`config.mk`:
```
export PLATFORM = sky130hd
export DESIGN_NAME = sha_msg_schedule
export DESIGN_NICKNAME = d
export VERILOG_FILES = /design/src/rtl/sha_pkg.sv /design/src/rtl/sha_sched_next.sv /design/src/rtl/sha_msg_schedule.sv
export SDC_FILE = /design/constraint.sdc
export NUM_CORES = 1
export LEC_CHECK = 0
export CAP_MARGIN = 10
export CORE_AREA = 2 2 224 226
export CTS_CLUSTER_SIZE = 40
export DETAILED_ROUTE_END_ITERATION = 10
export DIE_AREA = 0 0 226 228
export PLACE_DENSITY = 0.77
export SETUP_SLACK_MARGIN = 0.05
export SKIP_LAST_GASP = 1
export SLEW_MARGIN = 20
export SYNTH_ARGS = -nofsm -noshare
export SYNTH_HDL_FRONTEND = slang
export SYNTH_SLANG_ARGS = --single-unit
```
`constraint.sdc`:
```
create_clock -name clk -period 5.19 [get_ports clk]
set_input_delay 1.038 -clock clk [delete_from_list [all_inputs] [get_ports clk]]
set_output_delay 1.038 -clock clk [all_outputs]
set_load 0.02 [all_outputs]
```
`src/rtl/sha_pkg.sv`:
```
// Shared constants and types for the SHA message-schedule blocks.
package sha_pkg;

    localparam logic SHA_MODE_SHA1 = 1'b0;
    localparam logic SHA_MODE_SHA2 = 1'b1;

    localparam int SHA1_ROUNDS   = 80;
    localparam int SHA256_ROUNDS = 64;
    localparam int SHA512_ROUNDS = 80;

    typedef enum logic [1:0] {
        IDLE = 2'd0,
        LOAD = 2'd1,
        EMIT = 2'd2
    } sched_state_t;

    // Small-sigma rotate/shift amounts: s0 = rotr R0 ^ rotr R1 ^ shr SH, same for s1.
    localparam int S256_S0_R0 = 7;
    localparam int S256_S0_R1 = 18;
    localparam int S256_S0_SH = 3;
    localparam int S256_S1_R0 = 17;
    localparam int S256_S1_R1 = 19;
    localparam int S256_S1_SH = 10;

    localparam int S512_S0_R0 = 1;
    localparam int S512_S0_R1 = 8;
    localparam int S512_S0_SH = 7;
    localparam int S512_S1_R0 = 19;
    localparam int S512_S1_R1 = 61;
    localparam int S512_S1_SH = 6;

endpackage

```
`src/rtl/sha_sched_next.sv`:
```
// Combinational next schedule word from the 16-word sliding window (window[0] = W_t).
module sha_sched_next
    import sha_pkg::*;
#(
    parameter int WORD_W = 32
) (
    input  logic              mode,
    input  logic [WORD_W-1:0] w0,
    input  logic [WORD_W-1:0] w1,
    input  logic [WORD_W-1:0] w2,
    input  logic [WORD_W-1:0] w8,
    input  logic [WORD_W-1:0] w9,
    input  logic [WORD_W-1:0] w13,
    input  logic [WORD_W-1:0] w14,
    output logic [WORD_W-1:0] nxt
);

    localparam bit WIDE  = (WORD_W == 64);
    localparam int S0_R0 = WIDE ? S512_S0_R0 : S256_S0_R0;
    localparam int S0_R1 = WIDE ? S512_S0_R1 : S256_S0_R1;
    localparam int S0_SH = WIDE ? S512_S0_SH : S256_S0_SH;
    localparam int S1_R0 = WIDE ? S512_S1_R0 : S256_S1_R0;
    localparam int S1_R1 = WIDE ? S512_S1_R1 : S256_S1_R1;
    localparam int S1_SH = WIDE ? S512_S1_SH : S256_S1_SH;

    function automatic logic [WORD_W-1:0] rotr(input logic [WORD_W-1:0] x, input int n);
        return (x >> n) | (x << (WORD_W - n));
    endfunction

    logic [WORD_W-1:0] s0, s1, sha1_x;

    assign s0     = rotr(w1, S0_R0) ^ rotr(w1, S0_R1) ^ (w1 >> S0_SH);
    assign s1     = rotr(w14, S1_R0) ^ rotr(w14, S1_R1) ^ (w14 >> S1_SH);
    assign sha1_x = w13 ^ w8 ^ w2 ^ w0;

    assign nxt = (mode == SHA_MODE_SHA1) ? {sha1_x[WORD_W-2:0], sha1_x[WORD_W-1]}
                                         : s1 + w9 + s0 + w0;

endmodule

```
`src/rtl/sha_msg_schedule.sv`:
```
// SHA-1/SHA-2 message schedule: loads 16 words, then streams W_0..W_{N-1}.
module sha_msg_schedule
    import sha_pkg::*;
#(
    parameter int WORD_W = 32,
    parameter int IDX_W  = 7
) (
    input  logic              clk,
    input  logic              rst_n,
    input  logic              start,
    input  logic              mode,
    input  logic              abort,
    input  logic              in_valid,
    output logic              in_ready,
    input  logic [WORD_W-1:0] in_data,
    output logic              out_valid,
    input  logic              out_ready,
    output logic [WORD_W-1:0] out_data,
    output logic [IDX_W-1:0]  out_idx,
    output logic              done,
    output logic              err
);

    localparam logic [IDX_W-1:0] LAST_SHA1   = IDX_W'(SHA1_ROUNDS - 1);
    localparam logic [IDX_W-1:0] LAST_SHA256 = IDX_W'(SHA256_ROUNDS - 1);
    localparam logic [IDX_W-1:0] LAST_SHA512 = IDX_W'(SHA512_ROUNDS - 1);

    sched_state_t      state, state_nxt;
    logic [WORD_W-1:0] window [16];
    logic [3:0]        load_cnt;
    logic [IDX_W-1:0]  t;
    logic              mode_q;
    logic              in_hs, out_hs, start_ok, start_bad, last;
    logic [WORD_W-1:0] nxt;

    assign in_ready  = (state == LOAD);
    assign out_valid = (state == EMIT);
    assign out_data  = window[0];
    assign out_idx   = t;
    assign in_hs     = in_valid & in_ready;
    assign out_hs    = out_valid & out_ready;

    // The 64-bit build only implements SHA-512, so a SHA-1 request is refused.
    assign start_bad = (state == IDLE) && start && (WORD_W == 64) && (mode == SHA_MODE_SHA1);
    assign start_ok  = (state == IDLE) && start && !start_bad;

    assign last = (t == ((WORD_W == 64)               ? LAST_SHA512 :
                         (mode_q == SHA_MODE_SHA1)    ? LAST_SHA1   : LAST_SHA256));

    sha_sched_next #(.WORD_W(WORD_W)) u_next (
        .mode (mode_q),
        .w0   (window[0]),
        .w1   (window[1]),
        .w2   (window[2]),
        .w8   (window[8]),
        .w9   (window[9]),
        .w13  (window[13]),
        .w14  (window[14]),
        .nxt  (nxt)
    );

    always_ff @(posedge clk or negedge rst_n) begin
        if (!rst_n) state <= IDLE;
        else        state <= state_nxt;
    end

    always_comb begin
        state_nxt = state;
        if (abort) begin
            state_nxt = IDLE;
        end else begin
            case (state)
                IDLE:    if (start_ok) state_nxt = LOAD;
                LOAD:    if (in_hs && load_cnt == 4'd15) state_nxt = EMIT;
                EMIT:    if (out_hs && last) state_nxt = IDLE;
                default: state_nxt = IDLE;
            endcase
        end
    end

    always_ff @(posedge clk or negedge rst_n) begin
        if (!rst_n) begin
            for (int i = 0; i < 16; i++) window[i] <= '0;
            load_cnt <= '0;
            t        <= '0;
            mode_q   <= SHA_MODE_SHA1;
            done     <= 1'b0;
            err      <= 1'b0;
        end else begin
            done <= 1'b0;
            if (abort) begin
                load_cnt <= '0;
                t        <= '0;
                err      <= 1'b0;
            end else begin
                if (start_bad) err <= 1'b1;
                if (start_ok) begin
                    err      <= 1'b0;
                    mode_q   <= mode;
                    load_cnt <= '0;
                    t        <= '0;
                end
                if (in_hs) begin
                    window[load_cnt] <= in_data;
                    load_cnt         <= load_cnt + 4'd1;
                end
                // Window slides only on a consumed word, so a stall freezes everything.
                if (out_hs) begin
                    for (int i = 0; i < 15; i++) window[i] <= window[i+1];
                    window[15] <= nxt;
                    t          <= last ? '0 : t + 1'b1;
                    done       <= last;
                end
            end
        end
    end

endmodule

```
==> impl_metrics.json <==
{
  "synth_area_sq_mm": 0.0291,
  "synth_top_family_by_area": "compound AO/OA/AOI/OAI gates",
  "tightest_slew_ns": 1.24,
  "dpl.hpwl_um": 67700,
  "setup_viol": 0,
  "clk_pin_slew_worst_paths_ns": 0.06,
  "ys_warn_count": 0,
  "wirelength_um": 97400,
  "r2r_cells": 15,
  "synth_seq_cells": 527,
  "cts_resized": 0,
  "synth-xor-area-share_pct": 7.25,
  "antenna_found_initial": 0,
  "cp_slowest_cell": "fa_1",
  "cp_cell_sequence": "xor2_1, xnor2_1, fa_1, inv_1, fa_1, ha_1, fa_1, a21o_1, a221oi_4, o2111ai_4, a41oi_4, nor2_2, a2111oi_4, xor2_1, o21ai_1",
  "synth_top_flop_cell": "dfrtp_1",
  "crit_type": "flop to flop",
  "holdCritPathClass": "input port to async pin",
  "port_buffers": 80,
  "ys_types": 66,
  "grt_pass1_vias": 22900,
  "grt_pass1_wl_um": 148000,
  "hold_viol_final": 0,
  "cts-htree-levels": 2,
  "gp_congestion": 0.988,
  "grt-ovfl-total": 0,
  "crit_fanout": 5,
  "ant_nets": 0,
  "hold_buffers": 0,
  "grt_max_degree": 242,
  "nNetsFinal": 3137,
  "r2r-start": "window[50]$_DFFE_PN0P_",
  "async_flop_share_pct": 100,
  "endpoint_kind": "flop",
  "dieArea_sq_mm": 0.0515,
  "crit_arrival_ns": 5.07,
  "cap_violations": 0,
  "synth_nets": 3314,
  "first_iter_violations": 3579,
  "cp-start-kind": "flop",
  "synth-edff-count": 0,
  "drc": 0,
  "r2r-end": "window[29]$_DFFE_PN0P_",
  "final.setup.tns_ns": 0,
  "dr.pass1.iters": 6,
  "synth_fa_ha_area_share_pct": 5.81,
  "drv_slew": 0,
  "clk_latency_ns": 0.63,
  "status": "finished, final reports clean",
  "synth_compound_area_share_pct": 25.9,
  "area_growth_pct": 9.65,
  "vias": 24800,
  "critical_path.most_common_cell": "fa_1",
  "max_freq_mhz": 218,
  "slew-limit-headroom_pct": 17.2,
  "yosys.area_share.simple_pct": 8.76,
  "clock_sinks": 527,
  "avgSynthCellArea_sq_um": 9.17,
  "diodes": 0,
  "cts_tree": "built",
  "vdd_drop_max_mv": 0.289,
  "drive_above_1_share_pct": 6.57,
  "pwr_density_cell_mw_per_mm2": 356,
  "start_util_pct": 59.0,
  "reg2reg_slack_ns": 0.60,
  "hold_ws_ns": 0.405,
  "dieWidth_um": 226,
  "cts_setup_buffers": 0,
  "max-clock-path-buffers": 3,
  "wl_per_cell_um": 26.2,
  "finClkSkew_ns": 0.0222,
  "power.leakage_nw": 13.3,
  "cp.required_ns": 5.67,
  "pin_count": 82,
  "cpPeakStageDelay_ns": 0.48,
  "finalCriticalPeriod_ns": 4.59,
  "fin_crit_sh_pct": 88.4,
  "grt_setup_unrepaired": "false",
  "synth_mux_area_share_pct": 0.0730,
  "synth_cells": 3177,
  "coreArea_sq_mm": 0.0493,
  "cts_root_buffer": "clkbuf_16",
  "die_y_um": 228,
  "ys_seq_area_share_pct": 45.3,
  "grtUsageTotal_pct": 38.1,
  "vias_per_cell": 6.66,
  "rows": 82,
  "numCtsBuffers": 56
}
## layer usage
metal / global-route usage (%) / wire, um / up-vias
met5: 0 / 0 / -
li1: - / - / 10700
met2: 53.3 / 41100 / 1585
met1: 59.5 / 41800 / 12300
met3: 8.98 / 11800 / 180
met4: 9.54 / 2680 / 0
## synth_stat cells, drive strengths merged (3+ instances only)
master | n | share of area [%]
nand2 | 385 | 5.0
dfrtp | 527 | 45
nand2b | 8 | 0.17
o21ai | 377 | 6.5
a221oi | 73 | 2.3
a31oi | 19 | 0.45
nand3 | 13 | 0.22
a22oi | 426 | 11
clkbuf | 291 | 3.7
buf | 84 | 1.6
inv | 127 | 1.6
a32o | 7 | 0.24
xor2 | 81 | 2.4
ha | 36 | 1.5
a41oi | 3 | 0.15
a21oi | 208 | 3.6
a21boi | 4 | 0.10
and3 | 6 | 0.13
o21bai | 3 | 0.077
nand4 | 13 | 0.28
xnor2 | 160 | 4.8
nor2b | 6 | 0.13
nor3 | 18 | 0.31
nor2 | 173 | 2.2
o22ai | 7 | 0.15
o211ai | 9 | 0.23
o21a | 4 | 0.10
a21o | 14 | 0.36
fa | 62 | 4.3
## stage by stage
stage	cells	cell area [sq um]	utilization [%]	power, mW	setup slack (ns)
6_report	3717	31900	64.7	11.4	0.601
3_3_place_gp	3614	30000	60.8	7.13	0.719
2_1_floorplan	3177	29100	-	6.34	0.983
3_5_place_dp	3614	30000	60.8	7.16	0.699
4_1_cts	3717	31900	64.7	11.3	0.659
5_1_grt	3717	31900	64.7	11.8	0.403
## layout make-up
cell class | instances | area (sq um)
Sequential cell | 527 | 13200
Tap cell | 672 | 841
Clock buffer | 83 | 1660
Inverter | 127 | 477
Clock inverter | 20 | 249
Timing Repair Buffer | 140 | 1330
Multi-Input combinational cell | 2148 | 14200
Fill cell | 3993 | 17400
## worst max-delay path by stage
stage,from,to,slack (ns),cells past startpoint
2_1_floorplan,window[50]$_DFFE_PN0P_,window[29]$_DFFE_PN0P_,0.98,16
5_1_grt,window[50]$_DFFE_PN0P_,window[29]$_DFFE_PN0P_,0.40,15
3_5_place_dp,window[50]$_DFFE_PN0P_,window[29]$_DFFE_PN0P_,0.70,15
4_1_cts,window[50]$_DFFE_PN0P_,window[29]$_DFFE_PN0P_,0.66,15
3_3_place_gp,window[50]$_DFFE_PN0P_,window[29]$_DFFE_PN0P_,0.72,15
6_report,window[50]$_DFFE_PN0P_,window[29]$_DFFE_PN0P_,0.60,15
## flip-flops by register name (all words and copies together) (netlist names)
name and flops:
mode_q 1, out_idx 7, out_data 32, window 480, done 1, load_cnt 4
state 2
## power by group
| group | internal, mW | leakage, nW | switching, mW |
|---|---|---|---|
| Combinational | 1.06 | 5.28 | 1.76 |
| Sequential | 4.19 | 7.11 | 0.167 |
| Clock | 2.42 | 0.925 | 1.76 |
| Total | 7.68 | 13.3 | 3.69 |
## placed cells by master (no fill, tap or decap), types with 11 or more instances in the layout
cell type / n
a21o_1: 14
a21oi_1: 207
a221oi_1: 72
a22oi_1: 426
buf_4: 54
clkbuf_1: 11
clkbuf_16: 56
clkbuf_8: 16
clkdlybuf4s50_1: 79
dfrtp_1: 527
fa_1: 62
ha_1: 36
inv_1: 127
nand2_1: 384
nand3_1: 13
nand4_1: 13
nor2_1: 160
nor3_1: 12
o21ai_0: 371
xnor2_1: 160
xor2_1: 81
## critical path, delay by kind of cell, from the launching register on
family          cells  cell delay (ns)
flops               1             0.46
fa+ha+maj           4             1.60
compound gates      6             1.67
buf+inv             1             0.05
xor+xnor            3             0.53
simple gates        1             0.09
## cell families (layout without fill, tap and decap cells)
family | count (synthesis) | count (layout)
and+or+nand+nor | 635 | 635
DFF | 527 | 527
muxes | 2 | 2
other | 1 | 1
xor gates and xnor gates | 241 | 241
buffers and inverters | 502 | 370
AOI/OAI and AO/OA | 1171 | 1171
adders and majority gates | 98 | 98
Note: power is estimated with default switching activity, not from simulation.
